==> src/rtl/fetch_redirect_ctrl_if.sv <==
// Fetch redirect controller bus: hazard/redirect inputs, imem handshake and
// flush/fault/perf outputs. The master side is the controller. The slave side
// is the surrounding pipeline, or a bench driving it.
//   stall, imem_ready, branch_*, jump*       : pipeline -> controller
//   pc, fetch_req, drop_resp, flush_*, fault : controller -> pipeline
//   branch_cnt, jump_cnt                     : saturating redirect counters
interface fetch_redirect_ctrl_if #(
  parameter int Width = 32,
  parameter int CNT_W = 16
);
  logic             stall;
  logic             imem_ready;
  logic             branch_taken;
  logic [Width-1:0] branch_target;
  logic             jump;
  logic [Width-1:0] jump_target;
  logic [Width-1:0] pc;
  logic             fetch_req;
  logic             drop_resp;
  logic             flush_if;
  logic             flush_id;
  logic             fault;
  logic [CNT_W-1:0] branch_cnt;
  logic [CNT_W-1:0] jump_cnt;

  modport master (
    input  stall, imem_ready, branch_taken, branch_target, jump, jump_target,
    output pc, fetch_req, drop_resp, flush_if, flush_id, fault,
           branch_cnt, jump_cnt
  );

  modport slave (
    output stall, imem_ready, branch_taken, branch_target, jump, jump_target,
    input  pc, fetch_req, drop_resp, flush_if, flush_id, fault,
           branch_cnt, jump_cnt
  );
endinterface

==> src/rtl/fetch_redirect_ctrl.sv <==
// Fetch-stage PC sequencer. It owns the PC and the imem request handshake.
// It picks the next PC from three sources, in priority order: EX branch,
// ID jump, then sequential PC+4.
// A redirect that arrives while a request is outstanding is parked in
// REDIR_WAIT until that request completes. While parked, drop_resp marks the
// stale word for discard. A misaligned target traps into a sticky FAULT state.
// Ports: clk, reset (sync, active high), bus (master modport of
// fetch_redirect_ctrl_if).
module fetch_redirect_ctrl #(
  parameter int               Width    = 32,
  parameter logic [Width-1:0] RESET_PC = '0,
  parameter int               CNT_W    = 16
) (
  input logic                 clk,
  input logic                 reset,
  fetch_redirect_ctrl_if.master bus
);
  typedef enum logic [1:0] {BOOT, FETCH, REDIR_WAIT, FAULT} state_t;

  state_t           state;
  logic [Width-1:0] pending;
  logic [Width-1:0] tgt;
  logic             redir;
  logic             accept;

  // Request lines decode straight from state. In FETCH, stall gates the
  // request. In REDIR_WAIT, the outstanding request must be held until it
  // completes, so stall has no effect there.
  always_comb begin
    bus.fetch_req = 1'b0;
    bus.drop_resp = 1'b0;
    case (state)
      FETCH:      bus.fetch_req = ~bus.stall;
      REDIR_WAIT: begin
        bus.fetch_req = 1'b1;
        bus.drop_resp = 1'b1;
      end
      default: ;
    endcase
  end

  assign redir  = (state == FETCH) && (bus.branch_taken || bus.jump);
  assign tgt    = bus.branch_taken ? bus.branch_target : bus.jump_target;
  assign accept = bus.fetch_req && bus.imem_ready;

  always_ff @(posedge clk) begin
    if (reset) begin
      state          <= BOOT;
      bus.pc         <= RESET_PC;
      pending        <= '0;
      bus.flush_if   <= 1'b0;
      bus.flush_id   <= 1'b0;
      bus.fault      <= 1'b0;
      bus.branch_cnt <= '0;
      bus.jump_cnt   <= '0;
    end else begin
      bus.flush_if <= 1'b0;
      bus.flush_id <= 1'b0;
      case (state)
        BOOT: state <= FETCH;
        FETCH: begin
          if (redir) begin
            if (tgt[1:0] != 2'b00) begin
              bus.fault <= 1'b1;
              state     <= FAULT;
            end else begin
              bus.flush_if <= 1'b1;
              bus.flush_id <= bus.branch_taken;
              // A jump that coincides with a branch loses and is not counted.
              if (bus.branch_taken) begin
                if (bus.branch_cnt != '1) bus.branch_cnt <= bus.branch_cnt + 1'b1;
              end else begin
                if (bus.jump_cnt != '1) bus.jump_cnt <= bus.jump_cnt + 1'b1;
              end
              if (bus.fetch_req && !bus.imem_ready) begin
                pending <= tgt;
                state   <= REDIR_WAIT;
              end else begin
                bus.pc <= tgt;
              end
            end
          end else if (accept) begin
            bus.pc <= bus.pc + Width'(4);
          end
        end
        REDIR_WAIT: begin
          if (bus.imem_ready) begin
            bus.pc <= pending;
            state  <= FETCH;
          end
        end
        default: ; // FAULT: frozen until reset
      endcase
    end
  end
endmodule

==> src/flat_wrapper.sv <==
// flat-port wrapper written by rule: the top's interface ports become plain ports
module fetch_redirect_ctrl_flat 
#(
  parameter int               Width    = 32,
  parameter logic [Width-1:0] RESET_PC = '0,
  parameter int               CNT_W    = 16
)
  (clk, reset, bus_stall, bus_imem_ready, bus_branch_taken, bus_branch_target, bus_jump, bus_jump_target, bus_pc, bus_fetch_req, bus_drop_resp, bus_flush_if, bus_flush_id, bus_fault, bus_branch_cnt, bus_jump_cnt);
  fetch_redirect_ctrl_if #(.Width(Width), .CNT_W(CNT_W)) bus_i ();
  input logic clk;
  input logic reset;
  input wire logic [$bits(bus_i.stall)-1:0] bus_stall;
  input wire logic [$bits(bus_i.imem_ready)-1:0] bus_imem_ready;
  input wire logic [$bits(bus_i.branch_taken)-1:0] bus_branch_taken;
  input wire logic [$bits(bus_i.branch_target)-1:0] bus_branch_target;
  input wire logic [$bits(bus_i.jump)-1:0] bus_jump;
  input wire logic [$bits(bus_i.jump_target)-1:0] bus_jump_target;
  output wire logic [$bits(bus_i.pc)-1:0] bus_pc;
  output wire logic [$bits(bus_i.fetch_req)-1:0] bus_fetch_req;
  output wire logic [$bits(bus_i.drop_resp)-1:0] bus_drop_resp;
  output wire logic [$bits(bus_i.flush_if)-1:0] bus_flush_if;
  output wire logic [$bits(bus_i.flush_id)-1:0] bus_flush_id;
  output wire logic [$bits(bus_i.fault)-1:0] bus_fault;
  output wire logic [$bits(bus_i.branch_cnt)-1:0] bus_branch_cnt;
  output wire logic [$bits(bus_i.jump_cnt)-1:0] bus_jump_cnt;
  assign bus_i.stall = bus_stall;
  assign bus_i.imem_ready = bus_imem_ready;
  assign bus_i.branch_taken = bus_branch_taken;
  assign bus_i.branch_target = bus_branch_target;
  assign bus_i.jump = bus_jump;
  assign bus_i.jump_target = bus_jump_target;
  assign bus_pc = bus_i.pc;
  assign bus_fetch_req = bus_i.fetch_req;
  assign bus_drop_resp = bus_i.drop_resp;
  assign bus_flush_if = bus_i.flush_if;
  assign bus_flush_id = bus_i.flush_id;
  assign bus_fault = bus_i.fault;
  assign bus_branch_cnt = bus_i.branch_cnt;
  assign bus_jump_cnt = bus_i.jump_cnt;
  fetch_redirect_ctrl #(.Width(Width), .RESET_PC(RESET_PC), .CNT_W(CNT_W)) u_core (.clk(clk), .reset(reset), .bus(bus_i));
endmodule
==> config.mk <==
export PLATFORM = sky130hd
export DESIGN_NAME = fetch_redirect_ctrl_flat
export DESIGN_NICKNAME = d
export VERILOG_FILES = /design/src/rtl/fetch_redirect_ctrl_if.sv /design/src/rtl/fetch_redirect_ctrl.sv /design/src/flat_wrapper.sv
export SDC_FILE = /design/constraint.sdc
export NUM_CORES = 1
export LEC_CHECK = 0
export ABC_AREA = 1
export CORE_MARGIN = 2
export CORE_UTILIZATION = 35
export CTS_CLUSTER_SIZE = 10
export DETAILED_ROUTE_END_ITERATION = 7
export SLEW_MARGIN = 20
export SYNTH_ARGS = -nofsm -noshare
export SYNTH_HDL_FRONTEND = slang
export SYNTH_SLANG_ARGS = --single-unit
==> constraint.sdc <==
create_clock -name clk -period 2.3 [get_ports clk]
set_input_delay 0.575 -clock clk [delete_from_list [all_inputs] [get_ports clk]]
set_output_delay 0.575 -clock clk [all_outputs]
set_load 0.03 [all_outputs]
==> flow_summary.json, run 1 <==
{
  "status": "completed",
  "skew_ns": 0.008876,
  "worstSkewPairLatency_ns": 0.36,
  "avgRoutedWirePerCell_um": 13.65,
  "cts_setup_buffers": 0,
  "coreArea_um2": 17300,
  "row_count": 48,
  "clkTransAtPathRegs_ns": 0.07,
  "synthCells": 991,
  "vias_per_cell": 4.779,
  "rsz0062_at_grt": "no",
  "p_int_mw": 4.573,
  "vdd_drop_max_uv": 393.5,
  "ctsHoldBuffers": 0,
  "syn2layout_area_growth_pct": 33.02,
  "final_common_cell": "nand2_1",
  "syn_area_per_cell_um2": 6.241,
  "swShare_pct": 42.50,
  "slew_viol_final": 0,
  "finalSetupViolCount": 0,
  "vias": 6461,
  "crit_arrival_ns": 1.61,
  "grt_pass1_wl_mm": 30.34,
  "ys_types": 29,
  "nets": 1199,
  "finalNonFillerCells": 1352,
  "comb_power_share_pct": 46.5,
  "fillers": 1762,
  "gp_congestion": 0.8563,
  "wl_mm": 18.46,
  "pin_count": 139,
  "start_util_pct": 35.76,
  "pwr-share-seq_pct": 31.4,
  "grt_max_degree": 64,
  "io_buffers": 138,
  "start_kind": "flop",
  "cts_buffers": 9,
  "final_cell_mix": "308 x nand2_1, 146 x nor2_1, 134 x clkdlybuf4s50_1, 101 x dfxtp_1, 82 x inv_1",
  "worst_pin_slew_ns": 0.7575,
  "path_max_fanout": 7,
  "dpl.hpwl_mm": 13.26,
  "grt_overflow": 0,
  "synth_nets": 1067,
  "maxCapViolCount": 0,
  "grt_usage_pct": 20.29,
  "critPathKind": "reg2out",
  "fin_crit_ns": 2.182,
  "die_area_um2": 18750,
  "pwr-share-clk_pct": 22.1,
  "fin_tns_setup_ns": 0,
  "min_path_type": "reg2reg",
  "htreeDepth": 3,
  "ys_ff_latch": 101,
  "critPathRequiredTime_ns": 1.73,
  "seq_area_frac_synth_pct": 32.69,
  "antenna_cells": 0,
  "multi_input_comb_area_um2": 3603,
  "power_switching_mw": 3.380,
  "finalHoldViolations": 0,
  "root_buffer": "clkbuf_16",
  "die_y_um": 136.9,
  "ctsResizeCount": 0,
  "max_freq_mhz": 458.3,
  "fin_crit_sh_pct": 94.88,
  "first_pass_iters": 6,
  "drcViolationCount": 0,
  "dp.cells": 1337,
  "antenna_found_initial": 0,
  "endpoint_kind": "output pin",
  "seq_area_um2": 2022,
  "die_w_um": 136.9,
  "ys_warn_count": 0,
  "syn-cell-area_um2": 6185,
  "cts_tree": "built",
  "cts.sinks": 101,
  "relSlewSlack_pct": 49.50,
  "postRouteAntennaNets": 0,
  "drive_above_1_share_pct": 5.768,
  "clk_path_buf_depth": 2,
  "grt_pass1_vias": 5982,
  "initialDrtViolationCount": 419,
  "leakage_nw": 3.298,
  "p_per_area_nw_per_um2": 966.8
}
synthesized netlist by cell type (all sizes together):
library cell,instances,share of area (%)
xnor2,7,0.99
clkbuf,23,1.4
mux2i,24,3.9
inv,90,5.5
or2,4,0.40
a211oi,30,3.6
buf,22,2.3
xor2,20,2.8
nor3,15,1.2
nand4,7,0.71
o21ai,50,4.0
a21oi,68,5.7
and2,1,0.10
ha,6,1.2
o211ai,2,0.24
nand2,311,19
nand3,61,4.9
dfxtp,101,33
nor2,147,9.0
nor3b,1,0.12
nand3b,1,0.12
cell type report:
cell class	instances	area share [%]
clock inverter	4	1.186
timing repair buffer	166	20.08
clock buffer	11	2.829
multi-input combinational	755	43.80
sequential	101	24.58
inverter	90	4.106
tap	225	3.422
flip-flops by register name (all words and copies together) (netlist names):
signal and flops:
u_core.bus.fault 1, u_core.bus.pc 32, u_core.bus.flush_id 1, u_core.state 2
u_core.pending 32, u_core.bus.flush_if 1, u_core.bus.jump_cnt 16, u_core.bus.branch_cnt 16
worst max-delay path: stages, from the launching register on:
cell,delay (ns)
dfxtp_1,0.33
inv_1,0.08
ha_1,0.31
nand2_1,0.11
a21oi_2,0.21
buf_4,0.21
power by group through the flow:
stage	sequential (mW)	clock (mW)	combinational, mW
floorplan	2.98	0	1.89
global placement	2.53	0	3.65
detailed placement	2.53	0	3.69
CTS	2.49	1.79	3.71
global route	2.54	1.85	4.14
finish	2.50	1.75	3.70
per-stage QoR:
stage | utilization (%) | setup WS (ns) | hold WS (ns) | instance area (µm²) | power (mW)
final | 47.56 | 0.1178 | 0.4571 | 8227 | 7.953
after global routing | 47.56 | 0.01741 | 0.4749 | 8227 | 8.537
after CTS | 47.56 | 0.1366 | 0.4533 | 8227 | 7.998
after detailed placement | 45.65 | 0.09354 | 0.4438 | 7896 | 6.222
after global placement | 45.65 | 0.1242 | 0.4388 | 7896 | 6.188
after floorplan | - | 0.03793 | 0.4237 | 6185 | 4.874
final timing paths:
check,startpoint,to,slack (ns),cells past startpoint
max,u_core.state[1],bus_fetch_req,0.12,5
min,u_core.pending[0],u_core.pending[0],0.46,2
max reg2reg,u_core.state[1],u_core.bus.pc[18],0.41,12
min reg2reg,u_core.pending[0],u_core.pending[0],0.46,2
kinds of logic after synthesis:
family	count (synthesis)	synth area share, %
AO/OA/AOI/OAI	150	13.68
XOR/XNOR	27	3.824
adder cells (fa/ha/maj)	6	1.214
buffers and inverters	135	9.144
flip-flops	101	32.69
multiplexers	24	3.884
AND/OR/NAND/NOR	548	35.57
routing by layer:
metal	global-route usage (%)	part of all wire, %	vias to the layer above
li1	-	-	3439
met1	26.47	47	2856
met2	33.97	46	150
met3	4.407	5.8	16
met4	5.097	1.2	0
met5	0	0	-
No activity file was read; power rests on OpenSTA's default activity.
==> run 2: changes to the inputs <==
- SLEW_MARGIN: 20 -> 10
==> results of run 2 <==
The final DEF is identical to that of run 1; final timing and power are the same.
==> run 3: changes to the inputs <==
- CAP_MARGIN: not set -> 5
- PLACE_DENSITY: not set -> 0.69
==> run 3 against run 2 <==
Effect of this change:
- non-clock buffer count shrank 5
- register-to-register slack is essentially flat
- die area is the same
- clock power shrank 14%
- maximum frequency grew 2.1%
- sequential power is essentially flat
- highest routed layer unchanged
==> flow_summary.json, run 3 (synthesized netlist as in run 1, its figures left out) <==
{
  "status": "completed",
  "worstPathCellList": "ha_1 -> nand2_1 -> a21oi_2 -> buf_4",
  "r2r-start": "u_core.bus.pc[2]",
  "start_kind": "flop",
  "p_per_area_nw_per_um2": 941.8,
  "fin_crit_ns": 2.137,
  "endpoint_kind": "output pin",
  "row_count": 48,
  "skew_ns": 0.009745,
  "dpl.hpwl_mm": 12.85,
  "finalSetupViolCount": 0,
  "syn2layout_area_growth_pct": 31.48,
  "avgRoutedWirePerCell_um": 13.01,
  "place_area_um2": 7846,
  "drcViolationCount": 0,
  "holdPathStages": 2,
  "finalNonFillerCells": 1347,
  "grt_pass1_vias": 5963,
  "min_path_type": "reg2reg",
  "grt_usage_pct": 18.83,
  "ff2ff_setup_slack_ns": 0.42,
  "final_cell_mix": "308 x nand2_1, 146 x nor2_1, 134 x clkdlybuf4s50_1, 101 x dfxtp_1, 82 x inv_1",
  "r2r_end": "u_core.bus.pc[20]",
  "ctsResizeCount": 0,
  "leakage_nw": 3.257,
  "worst_pin_slew_ns": 0.7327,
  "wl_mm": 17.52,
  "fin_tns_setup_ns": 0,
  "vdd_drop_max_uv": 460.5,
  "rsz0062_at_grt": "no",
  "final_util_pct": 47.01,
  "die_w_um": 136.9,
  "hold_start": "u_core.pending[0]",
  "coreArea_um2": 17300,
  "grt_overflow": 0,
  "fillers": 1789,
  "vias": 6523,
  "grt_pass1_wl_mm": 28.36,
  "antenna_found_initial": 0,
  "dp.cells": 1332,
  "cp_slowest_stage_delay_ns": 0.39,
  "gp_congestion": 0.9149,
  "hold_end": "u_core.pending[0]",
  "cts_tree": "built",
  "first_pass_iters": 5,
  "fin_crit_sh_pct": 92.92,
  "io_buffers": 138,
  "crit_arrival_ns": 1.56,
  "cts_buffers": 9,
  "cts_setup_buffers": 0,
  "htreeDepth": 3,
  "relSlewSlack_pct": 51.16,
  "largestRegisters": "u_core.bus.pc x32, u_core.pending x32",
  "crit_path_top_delay_cell": "dfxtp_1",
  "root_buffer": "clkbuf_16",
  "max_freq_mhz": 467.9,
  "finalHoldViolations": 0,
  "ctsHoldBuffers": 0,
  "start_util_pct": 35.76,
  "cts.sinks": 101,
  "path_max_fanout": 7,
  "drive_above_1_share_pct": 5.526,
  "antenna_cells": 0,
  "critPathKind": "reg2out",
  "die_area_um2": 18750,
  "vias_per_cell": 4.843,
  "postRouteAntennaNets": 0,
  "final_common_cell": "nand2_1",
  "critPathRequiredTime_ns": 1.73,
  "worstSkewPairLatency_ns": 0.36,
  "grt_max_degree": 64,
  "clkTransAtPathRegs_ns": 0.07,
  "slew_viol_final": 0,
  "r2r.worst_path.cells": 10,
  "die_y_um": 136.9,
  "finalInstanceArea_um2": 8132,
  "pin_count": 139,
  "maxCapViolCount": 0,
  "clk_path_buf_depth": 2,
  "nets": 1194,
  "initialDrtViolationCount": 315,
  "holdWs_ns": 0.4459
}
-- run 3: area by class of cell --
type	instances	area (µm²)	area share, %
Inverter	90	337.8	4.154
Clock inverter	3	18.77	0.2308
Timing Repair Buffer	161	1602	19.70
Clock buffer	12	266.5	3.277
Tap cell	225	281.5	3.462
Multi-Input combinational cell	755	3603	44.31
Sequential cell	101	2022	24.87
-- run 3: how the worst max path moves through the flow --
stage	startpoint	to	slack [ns]	cells after the start
6_report	u_core.state[0]	bus_fetch_req	0.16	4
5_1_grt	u_core.state[1]	bus_fetch_req	0.05	5
4_1_cts	u_core.state[0]	bus_fetch_req	0.15	4
3_5_place_dp	bus_stall	u_core.bus.pc[23]	0.11	12
3_3_place_gp	bus_branch_target[0]	u_core.bus.jump_cnt[0]	0.14	11
2_1_floorplan	u_core.state[0]	u_core.bus.pc[4]	0.04	13
-- run 3: power breakdown --
part	internal (mW)	leakage (nW)	switching, mW
clock	0.818	0.145	0.689
combinational	1.43	2.29	2.21
sequential	2.07	0.821	0.437
-- run 3: per-stage QoR --
step / setup WS [ns] / power (mW)
4_1_cts: 0.1486 / 7.728
6_report: 0.1627 / 7.658
5_1_grt: 0.04912 / 8.262
3_3_place_gp: 0.1407 / 6.136
2_1_floorplan: 0.03793 / 4.874
3_5_place_dp: 0.1149 / 6.185
-- run 3: per-layer routing --
metal,up-vias,GRT usage [%],wire length (µm)
met4,0,5.326,317
met5,-,0,0
met3,22,5.222,1275
met1,2890,23.89,7993
li1,3440,-,-
met2,171,31.18,7932
-- run 3: worst max-delay path, delay by kind of cell (launching register included) --
family          cells  cell delay, ns
flops               1            0.39
fa+ha+maj           1            0.32
buf+inv             1            0.20
compound gates      1            0.19
simple gates        1            0.10
